$ cat src/rtl/rom_fetch_requester.sv
// Sequential instruction fetcher driving the ROM read port and buffering {pc, instr}
// pairs in a small first-word-fall-through FIFO; a redirect flushes everything in flight.
//
// state | meaning
// ------+-----------------------------------------------------------------
// IDLE  | no request pending; waits for a free FIFO slot or a redirect
// REQ   | romIsRequest high at fetchPc, held until the ROM accepts it
// RESP  | ROM data valid this cycle; pushed at the edge unless drop is set

module rom_fetch_requester #(
    parameter logic [31:0] RESET_PC = 32'h0000_0000,
    parameter int          DEPTH    = 4
) (
    input  logic        clk,
    input  logic        rst_n,
    output logic [31:0] romAddr,
    output logic        romIsRequest,
    input  logic [31:0] romData,
    input  logic        romRequestDone,
    input  logic        redirectValid,
    input  logic [31:0] redirectPc,
    output logic        instrValid,
    output logic [31:0] instrData,
    output logic [31:0] instrPc,
    input  logic        instrReady,
    output logic        busy
);

    localparam int PW = $clog2(DEPTH);
    localparam int CW = PW + 1;

    typedef enum logic [1:0] {
        IDLE = 2'd0,
        REQ  = 2'd1,
        RESP = 2'd2
    } state_t;

    state_t          state;
    state_t          nextState;
    logic [31:0]     fetchPc;
    logic [31:0]     reqPc;
    logic            drop;
    logic [PW-1:0]   rdPtr;
    logic [PW-1:0]   wrPtr;
    logic [CW-1:0]   count;
    logic [CW-1:0]   countNext;
    logic [31:0]     fifoPc   [DEPTH];
    logic [31:0]     fifoData [DEPTH];

    logic accept;
    logic push;
    logic pop;
    logic notEmpty;

    assign notEmpty  = (count != '0);
    assign accept    = (state == REQ) && romRequestDone;
    // A redirect on the RESP edge kills the response just like a pending drop.
    assign push      = (state == RESP) && !drop && !redirectValid;
    assign pop       = notEmpty && instrReady && !redirectValid;
    assign countNext = count + CW'(push) - CW'(pop);

    always_comb begin
        nextState = state;
        case (state)
            IDLE: begin
                if (redirectValid || (count < CW'(DEPTH)))
                    nextState = REQ;
            end
            REQ: begin
                if (accept)
                    nextState = RESP;
            end
            RESP: begin
                if (redirectValid || (countNext < CW'(DEPTH)))
                    nextState = REQ;
                else
                    nextState = IDLE;
            end
            default: nextState = IDLE;
        endcase
    end

    always_ff @(posedge clk or negedge rst_n) begin
        if (!rst_n) begin
            state   <= IDLE;
            fetchPc <= RESET_PC;
            reqPc   <= '0;
            drop    <= 1'b0;
            rdPtr   <= '0;
            wrPtr   <= '0;
            count   <= '0;
        end else begin
            state <= nextState;
            if (redirectValid) begin
                fetchPc <= redirectPc & ~32'h3;
                rdPtr   <= '0;
                wrPtr   <= '0;
                count   <= '0;
                // An accept on the redirect edge still returns data next cycle; discard it.
                drop    <= accept;
            end else begin
                if (accept) begin
                    reqPc   <= fetchPc;
                    fetchPc <= fetchPc + 32'd4;
                end
                if (state == RESP)
                    drop <= 1'b0;
                if (push)
                    wrPtr <= wrPtr + 1'b1;
                if (pop)
                    rdPtr <= rdPtr + 1'b1;
                count <= countNext;
            end
        end
    end

    always_ff @(posedge clk) begin
        if (push) begin
            fifoPc[wrPtr]   <= reqPc;
            fifoData[wrPtr] <= romData;
        end
    end

    assign romIsRequest = (state == REQ);
    assign romAddr      = romIsRequest ? fetchPc : '0;
    assign instrValid   = notEmpty;
    assign instrPc      = notEmpty ? fifoPc[rdPtr] : '0;
    assign instrData    = notEmpty ? fifoData[rdPtr] : '0;
    assign busy         = (state != IDLE) || notEmpty;

endmodule

$ cat config.mk
export PLATFORM = sky130hd
export DESIGN_NAME = rom_fetch_requester
export DESIGN_NICKNAME = d
export VERILOG_FILES = /design/src/rtl/rom_fetch_requester.sv
export SDC_FILE = /design/constraint.sdc
export NUM_CORES = 1
export LEC_CHECK = 0
export CORE_UTILIZATION = 50
export CTS_CLUSTER_DIAMETER = 150
export DETAILED_ROUTE_END_ITERATION = 6
export GPL_TIMING_DRIVEN = 0
export PLACE_DENSITY = 0.76
export SYNTH_ARGS = -nofsm -noshare
export SYNTH_HDL_FRONTEND = slang
export SYNTH_SLANG_ARGS = --single-unit
export TNS_END_PERCENT = 1
$ cat constraint.sdc
create_clock -name clk -period 3.4 [get_ports clk]
set_clock_uncertainty 0.1 [all_clocks]
set_input_delay 0.68 -clock clk [delete_from_list [all_inputs] [get_ports clk]]
set_output_delay 0.68 -clock clk [all_outputs]
set_load 0.01 [all_outputs]
==> results of run 1 <==
==> registers in the layout (all words and copies together) (netlist names) <==
register  flops
wrPtr         2
fifoData    128
fifoPc      120
reqPc        30
fetchPc      30
drop          1
rdPtr         2
count         3
state         2
==> path summary, 6_finish.rpt <==
| path | to | slack (ns) | depth (start not counted) | startpoint |
|---|---|---|---|---|
| setup / recovery | instrData[3] | 0.09 | 4 | rdPtr[0] |
| hold / removal | fetchPc[6] | 0.05 | 2 | rst_n |
| setup reg to reg | state[0] | 0.50 | 13 | count[1] |
| hold reg to reg | fifoPc[0][6] | 0.42 | 0 | reqPc[6] |
| max in group asynchronous | rdPtr[0] | 2.79 | 2 | rst_n |
| min in group clk | fifoPc[0][6] | 0.42 | 0 | reqPc[6] |
==> cells in the final DEF, fill, tap and decap left out, types with 13 or more instances in the layout <==
cell             synthesis  routed
a31oi_1                 15      15
mux4_2                  62      62
nor2_1                  32      32
nand2_1                 27      27
mux2_2                  30      30
clkbuf_16                0      38
or4_1                   16      16
edfxtp_1               248     248
dfrtp_1                 70      68
clkbuf_1                32      25
and2_1                  95      91
o21ai_0                 15      15
nand3_1                 13      13
clkdlybuf4s50_1          0     159
==> kinds of logic (layout without fill, tap and decap cells) <==
kind of cell,count (synthesis),count (layout),synth area share
other cells,1,4,0.0002866
xor+xnor,13,13,0.009753
compound gates,54,54,0.02716
fa+ha+maj,8,8,0.008223
flops,318,318,0.7030
simple gates,221,221,0.09782
buf+inv,62,290,0.02046
mux,93,93,0.1333
==> metrics by stage <==
stage	setup TNS, ns	std cells	cell area (sq um)
2_1_floorplan	0	773	13100
3_3_place_gp	-416.93	1263	15110
3_5_place_dp	-0.4800	1268	15260
4_1_cts	-0.3794	1331	16420
5_1_grt	-0.2976	1331	16440
6_report	0	1331	16440
==> area by class of cell <==
cell class,count,area share
clock buffers,50,0.06303
multi-input cells,393,0.2214
repair buffers,165,0.1057
flip-flops and latches,318,0.5599
inverters,12,0.002740
clock inverters,15,0.006622
plain buffers,48,0.01545
well taps,330,0.02512
==> where the power goes <==
part / switching [mW] / leakage [nW] / total [mW] / internal [mW]
Sequential: 0.389 / 3.07 / 5.14 / 4.75
Clock: 1.48 / 0.573 / 3.69 / 2.21
Combinational: 1.45 / 1.95 / 3.34 / 1.89
==> cell usage after synthesis (12+ instances only) <==
master,instances
edfxtp_1,248
and2_1,95
dfrtp_1,70
mux4_2,62
clkbuf_1,32
nor2_1,32
mux2_2,30
nand2_1,27
or4_1,16
a31oi_1,15
o21ai_0,15
nand3_1,13
o31ai_1,12
==> worst max-delay path, cell delays in order (launching register included) <==
cell             delay [ns]
dfrtp_4                0.54
buf_4                  0.29
mux4_2                 0.51
and2_1                 0.17
clkdlybuf4s50_1        0.49
==> metal layers <==
metal | wire, um | track usage
met3 | 1785 | 0.03864
met1 | 11950 | 0.3076
met4 | 415 | 0.05387
met5 | 0 | 0
met2 | 13150 | 0.3374
==> repair_timing <==
item,4_1_cts,5_1_grt
cloned,0,0
resized for setup,16,13
setup endpoints to repair,85,58
==> flow_summary.json, run 1 <==
{
  "place_ws_ns": -0.3047,
  "htreeDepth": 2,
  "power_mw": 12.17,
  "fmax_mhz": 302.4,
  "synth_cell_types": 48,
  "critical_path_required_ns": 2.62,
  "final_layout_size_suffix_gt1_frac": 0.1918,
  "synth_top_area_share": 0.5691,
  "avgSynthCellArea_sq_um": 16.99,
  "n_fill_cell": 1818,
  "syn-cell-area_sq_um": 13090,
  "cts_tree": "yes",
  "dr_total_vias": 7457,
  "area_growth_pct": 25.62,
  "period_share": 0.9725,
  "die_y_um": 163.8,
  "multi_input_area_sq_um": 3640,
  "synthCells": 770,
  "slew_viol_final": 0,
  "cp-end-kind": "output pin",
  "cts_hold_buf": 0,
  "antenna_found_initial": 0,
  "grt_pass1_wl_um": 42740,
  "yosysWarnings": 0,
  "grtUsageTotal": 0.2130,
  "synth_top_area_cell": "edfxtp_1",
  "relSlewSlack": 0.5799,
  "seq_area_sq_um": 9204,
  "p_per_area_nw_per_um2": 740.2,
  "diodes": 0,
  "arrival_ns": 2.53,
  "routed_wl_um": 27290,
  "post_drt_wl_per_cell_um": 20.50,
  "leakagePower_nw": 5.592,
  "finalHoldViolCount": 0,
  "hold_ws_ns": 0.04735,
  "nNetsFinal": 1051,
  "rows": 58,
  "die_x_um": 163.8,
  "maxCapViolCount": 0,
  "final_util": 0.6471,
  "grt_pass1_vias": 7531,
  "path_clk_slew_ns": 0.06,
  "outcome": "finished, violations left",
  "setup_viol": 0,
  "synth-seq-cells": 318,
  "io_buffers": 160,
  "violations": "DRC",
  "setup_ws_ns": 0.09366,
  "synth_ff_type": "edfxtp_1",
  "grt_max_degree": 71,
  "netlist_top_cells_area": "edfxtp_1 (57%), dfrtp_1 (13%), mux4_2 (11%)",
  "viasPerCell": 5.603,
  "cp_max_fo": 10,
  "yosysSeqAreaShare": 0.7030,
  "ir_worst_vdd_uv": 471.8,
  "period_needed_ns": 3.306,
  "drcViolationCount": 1,
  "first_iter_violations": 657,
  "async_flop_share": 0.2201,
  "synth_edf_count": 248,
  "cts_inserted_buffers": 36,
  "hold_path_class": "in -> async",
  "ios": 168,
  "cp-start-kind": "register",
  "rsz0062_at_grt": "yes",
  "grt_overflow": 0,
  "worst_pin_slew_ns": 0.6301,
  "cts_root_buf": "clkbuf_16",
  "start_util": 0.5152,
  "place_congestion": 0.8554,
  "first_pass_iters": 7,
  "hpwl_um": 17550,
  "post_cts_buffers": 0,
  "cts.sinks": 318,
  "core_sq_um": 25400,
  "clock_latency_ns": 0.52,
  "cts_buffer_depth": 3,
  "ant_nets": 0,
  "critPathKind": "reg -> out",
  "dieArea_sq_um": 26820
}
Note: power is estimated with default switching activity, not from simulation.
==> run 2: changes to the inputs <==
--- a/config.mk
+++ b/config.mk
@@ -10,6 +10,8 @@
 export DETAILED_ROUTE_END_ITERATION = 6
 export GPL_TIMING_DRIVEN = 0
 export PLACE_DENSITY = 0.76
+export RECOVER_POWER = 25
+export SKIP_CTS_REPAIR_TIMING = 1
 export SYNTH_ARGS = -nofsm -noshare
 export SYNTH_HDL_FRONTEND = slang
 export SYNTH_SLANG_ARGS = --single-unit
==> run 2 against run 1 <==
Against the previous run:
- the run ends with DRC, capacitance limit, slew limit left
- clock power is essentially flat
- flip-flop and latch count is the same
- via count shrank 0.16%
- global-route usage is essentially flat
- worst setup slack lost 0.025 ns
- combinational power is essentially flat
- maximum frequency shrank 0.75%
- worst hold slack gained 0.37 ns
- first-iteration DRC count shrank 2.0%
- die area is the same
- count of clock-buffer cells in the layout is the same
- non-clock buffer count is the same
- largest power group unchanged
==> flow_summary.json, run 2 (synthesized netlist as in run 1, its figures left out) <==
{
  "outcome": "finished, violations left",
  "violations": "DRC, capacitance limit, slew limit",
  "place_inst": 1268,
  "diodes": 0,
  "cts_inserted_buffers": 36,
  "hold_path_class": "reg -> reg",
  "cts_tree": "yes",
  "ir_worst_vdd_uv": 468.9,
  "crit_buf_inv": 2,
  "fin_area_sq_um": 16410,
  "n_fill_cell": 1825,
  "cts_buffer_depth": 3,
  "maxCapViolCount": 1,
  "worst_pin_slew_ns": 1.758,
  "relSlewSlack": -0.1723,
  "first_pass_iters": 7,
  "regMostFlops": "fifoData",
  "finalHoldViolCount": 0,
  "arrival_ns": 2.55,
  "path_clk_slew_ns": 0.06,
  "post_drt_wl_per_cell_um": 20.50,
  "final_layout_size_suffix_gt1_frac": 0.1918,
  "cp_max_fo": 10,
  "final_util": 0.6460,
  "clock_latency_ns": 0.52,
  "hold_depth": 0,
  "drcViolationCount": 1,
  "grt_max_degree": 71,
  "start_util": 0.5152,
  "fin_tns_setup_ns": 0,
  "dieArea_sq_um": 26820,
  "core_sq_um": 25400,
  "die_x_um": 163.8,
  "grtUsageTotal": 0.2133,
  "area_growth_pct": 25.39,
  "place_congestion": 0.8554,
  "timing.rr.start": "count[1]",
  "worstReg2RegEnd": "state[0]",
  "setup_viol": 0,
  "largest_register_ffs": 128,
  "final_common_cell": "edfxtp_1",
  "rsz0062_at_grt": "yes",
  "dpl-instance-area_sq_um": 15260,
  "grt_pass1_wl_um": 42790,
  "path_cells": "buf_4, mux4_2, and2_1, clkdlybuf4s50_1",
  "period_share": 0.9798,
  "routed_wl_um": 27290,
  "final_cell_mix": "edfxtp_1 (248), clkdlybuf4s50_1 (159), and2_1 (91)",
  "finalNonFillerCells": 1331,
  "reg_top3": "fifoData (128), fifoPc (120)",
  "setup_ws_ns": 0.06864,
  "cp_slowest_cell": "dfrtp_4",
  "ff2ff_path_depth": 13,
  "grt_overflow": 0,
  "slew_viol_final": 71,
  "p_per_area_nw_per_um2": 740.4,
  "viasPerCell": 5.594,
  "dr_total_vias": 7445,
  "hpwl_um": 17550,
  "critical_path_required_ns": 2.62,
  "slowest_delay_ns": 0.54,
  "fmax_mhz": 300.2,
  "grt_pass1_vias": 7530,
  "holdPathEnd": "fifoPc[0][28]",
  "htreeDepth": 2,
  "path_delay_family": "buffers and inverters",
  "cts_root_buf": "clkbuf_16",
  "ios": 168,
  "cts.sinks": 318,
  "cp-end-kind": "output pin",
  "leakagePower_nw": 5.581,
  "rows": 58,
  "place_ws_ns": -0.3047,
  "critPathKind": "reg -> out",
  "first_iter_violations": 644,
  "io_buffers": 160,
  "period_needed_ns": 3.331,
  "cp-start-kind": "register",
  "ant_nets": 0,
  "die_y_um": 163.8,
  "antenna_found_initial": 0,
  "reg2reg_setup_slack_ns": 0.50,
  "hold_start": "reqPc[28]",
  "nNetsFinal": 1051
}
[run 2: changes by cell type in the layout (fill, tap and decap cells not counted), sizes merged]
cell and change:
buf -4, clkbuf +4
[run 2: metal layers]
| metal | up-vias | GRT usage | wire [um] |
|---|---|---|---|
| met4 | 0 | 0.05387 | 407 |
| li1 | 3384 | - | - |
| met2 | 266 | 0.3380 | 13120 |
| met3 | 33 | 0.03864 | 1857 |
| met5 | - | 0 | 0 |
| met1 | 3762 | 0.3078 | 11900 |
[run 2: metrics by stage]
step / hold WS (ns) / total power, mW
after global routing: 0.4306 / 12.73
after global placement: 0.3943 / 8.490
after CTS: 0.07076 / 12.26
final: 0.4146 / 12.15
after detailed placement: 0.4063 / 8.557
after floorplan: 0.2844 / 6.900
[run 2: how the worst max path moves through the flow]
stage	startpoint	endpoint	slack, ns	cells after the start
2_1_floorplan	redirectValid	fifoData[1][0]	0.01	4
3_3_place_gp	redirectValid	fifoPc[1][27]	-1.43	4
3_5_place_dp	redirectValid	state[0]	-0.30	13
4_1_cts	rdPtr[0]	instrPc[10]	-0.61	5
5_1_grt	rdPtr[0]	instrPc[13]	-0.07	4
6_report	rdPtr[0]	instrPc[10]	0.07	4
[run 2: power breakdown]
part,internal [mW],switching [mW]
Clock,2.21,1.48
Sequential,4.75,0.386
Combinational,1.88,1.45
[run 2: final cells by class]
class,count,area [sq um],area share
clock buffers,50,1036,0.06314
multi-input cells,393,3640,0.2218
repair buffers,165,1714,0.1045
well taps,330,412.9,0.02517
inverters,12,45.04,0.002745
clock inverters,15,108.9,0.006635
flip-flops and latches,318,9204,0.5610
plain buffers,48,246.5,0.01502
==> run 3: changes to the inputs <==
--- a/config.mk
+++ b/config.mk
@@ -9,9 +9,8 @@
 export CTS_CLUSTER_DIAMETER = 150
 export DETAILED_ROUTE_END_ITERATION = 6
 export GPL_TIMING_DRIVEN = 0
-export PLACE_DENSITY = 0.76
+export PLACE_DENSITY_LB_ADDON = 0.15
 export RECOVER_POWER = 25
-export SKIP_CTS_REPAIR_TIMING = 1
 export SYNTH_ARGS = -nofsm -noshare
 export SYNTH_HDL_FRONTEND = slang
 export SYNTH_SLANG_ARGS = --single-unit
==> run 3 against run 2 <==
Against the previous run:
- wire length decreased by 2.2%
- combinational power about the same
- via count about the same
- first-iteration DRC count decreased by 23%
- largest power group unchanged
- final cell count unchanged
- the flow finishes with violations (capacitance limit, slew limit)
- clock power about the same
- highest routed layer unchanged
==> flow_summary.json, run 3 (synthesized netlist as in run 1, its figures left out) <==
{
  "diodes": 0,
  "antenna_found_initial": 0,
  "hold_path_class": "reg -> reg",
  "violations": "capacitance limit, slew limit",
  "reg_top3": "fifoData (128), fifoPc (120)",
  "final_util": 0.6467,
  "die_x_um": 163.8,
  "start_util": 0.5152,
  "drcViolationCount": 0,
  "setup_viol": 0,
  "worst_pin_slew_ns": 1.760,
  "cp-start-kind": "register",
  "critical_path_required_ns": 2.62,
  "final_cell_mix": "edfxtp_1 (248), clkdlybuf4s50_1 (159), and2_1 (91)",
  "grt_max_degree": 71,
  "grt_pass1_wl_um": 41770,
  "relSlewSlack": -0.1734,
  "period_share": 0.9677,
  "dpl-instance-area_sq_um": 15250,
  "area_growth_pct": 25.54,
  "fin_tns_setup_ns": 0,
  "finalHoldViolCount": 0,
  "fmax_mhz": 303.9,
  "fin_area_sq_um": 16430,
  "setup_ws_ns": 0.1099,
  "ios": 168,
  "slew_viol_final": 71,
  "ir_worst_vdd_uv": 325.3,
  "cts.sinks": 318,
  "first_iter_violations": 494,
  "hold_depth": 0,
  "viasPerCell": 5.588,
  "n_fill_cell": 1832,
  "final_layout_size_suffix_gt1_frac": 0.1908,
  "cts_hold_buf": 0,
  "first_pass_iters": 6,
  "io_buffers": 160,
  "cts_buffer_depth": 3,
  "place_ws_ns": -0.4697,
  "nNetsFinal": 1053,
  "rows": 58,
  "final_common_cell": "edfxtp_1",
  "htreeDepth": 2,
  "die_y_um": 163.8,
  "cts_inserted_buffers": 34,
  "cts_root_buf": "clkbuf_16",
  "core_sq_um": 25400,
  "period_needed_ns": 3.290,
  "finalNonFillerCells": 1331,
  "largest_register_ffs": 128,
  "grt_overflow": 0,
  "leakagePower_nw": 5.590,
  "grt_pass1_vias": 7359,
  "outcome": "finished, violations left",
  "place_inst": 1268,
  "dieArea_sq_um": 26820,
  "grtUsageTotal": 0.2068,
  "cp-end-kind": "output pin",
  "hpwl_um": 17230,
  "maxCapViolCount": 1,
  "path_clk_slew_ns": 0.06,
  "regMostFlops": "fifoData",
  "clock_latency_ns": 0.49,
  "cts_tree": "yes",
  "hold_ws_ns": 0.4088,
  "rsz0062_at_grt": "no",
  "ant_nets": 0,
  "cp_max_fo": 10,
  "place_congestion": 0.8004,
  "routed_wl_um": 26680,
  "ff2ff_path_depth": 13,
  "arrival_ns": 2.51,
  "post_drt_wl_per_cell_um": 20.04,
  "p_per_area_nw_per_um2": 739.9,
  "dr_total_vias": 7438,
  "critPathKind": "reg -> out",
  "power_mw": 12.16
}
[run 3: changes by cell type in the layout (fill, tap and decap cells not counted), sizes merged]
cell | previous run | this run
clkbuf | 83 | 80
clkinvlp | 0 | 1
clkinv | 13 | 11
buf | 21 | 26
inv | 13 | 10
bufinv | 1 | 3
[run 3: critical path: stages (launching register included)]
cell and delay [ns]:
dfrtp_2 0.51, buf_4 0.30, mux4_2 0.52, and2_1 0.17
clkdlybuf4s50_1 0.52
[run 3: routing by layer]
layer  GRT usage  vias up  share of wire
met4     0.04840        0          0.012
met5           0        -              0
met2      0.3288      262           0.48
met1      0.3027     3752           0.45
met3     0.03283       34          0.059
li1            -     3390              -
[run 3: where the power goes]
part	switching (mW)	leakage [nW]	internal [mW]	total, mW
logic	1.44	1.96	1.91	3.34
registers	0.388	3.07	4.74	5.13
clock network	1.39	0.557	2.29	3.68
[run 3: cell type report]
| type | instances | area, sq um | share of cell area |
|---|---|---|---|
| buffer | 48 | 249.0 | 0.01516 |
| clock buffer | 48 | 1007 | 0.06131 |
| clock inverter | 13 | 135.1 | 0.008226 |
| inverter | 12 | 45.04 | 0.002742 |
| multi-input combinational | 393 | 3640 | 0.2216 |
| sequential | 318 | 9201 | 0.5601 |
| tap | 330 | 412.9 | 0.02514 |
| timing repair buffer | 169 | 1737 | 0.1057 |
[run 3: path summary, 6_finish.rpt]
kind,startpoint,endpoint,slack (ns)
min,reqPc[4],fifoPc[0][4],0.41
min reg2reg,reqPc[4],fifoPc[0][4],0.41
min in group asynchronous,rst_n,reqPc[8],0.64
max reg2reg,count[1],state[0],0.47
max,rdPtr[0],instrPc[13],0.11
max in group asynchronous,rst_n,rdPtr[0],1.39
[run 3: what timing repair did]
| item | CTS | global route |
|---|---|---|
| endpoints found under the hold margin | 0 | 0 |
| setup buffers | 0 | 4 |
| setup endpoints to repair | 80 | 58 |
| pin swaps | 0 | 0 |
| resized for setup | 14 | 17 |
| cloned | 0 | 0 |
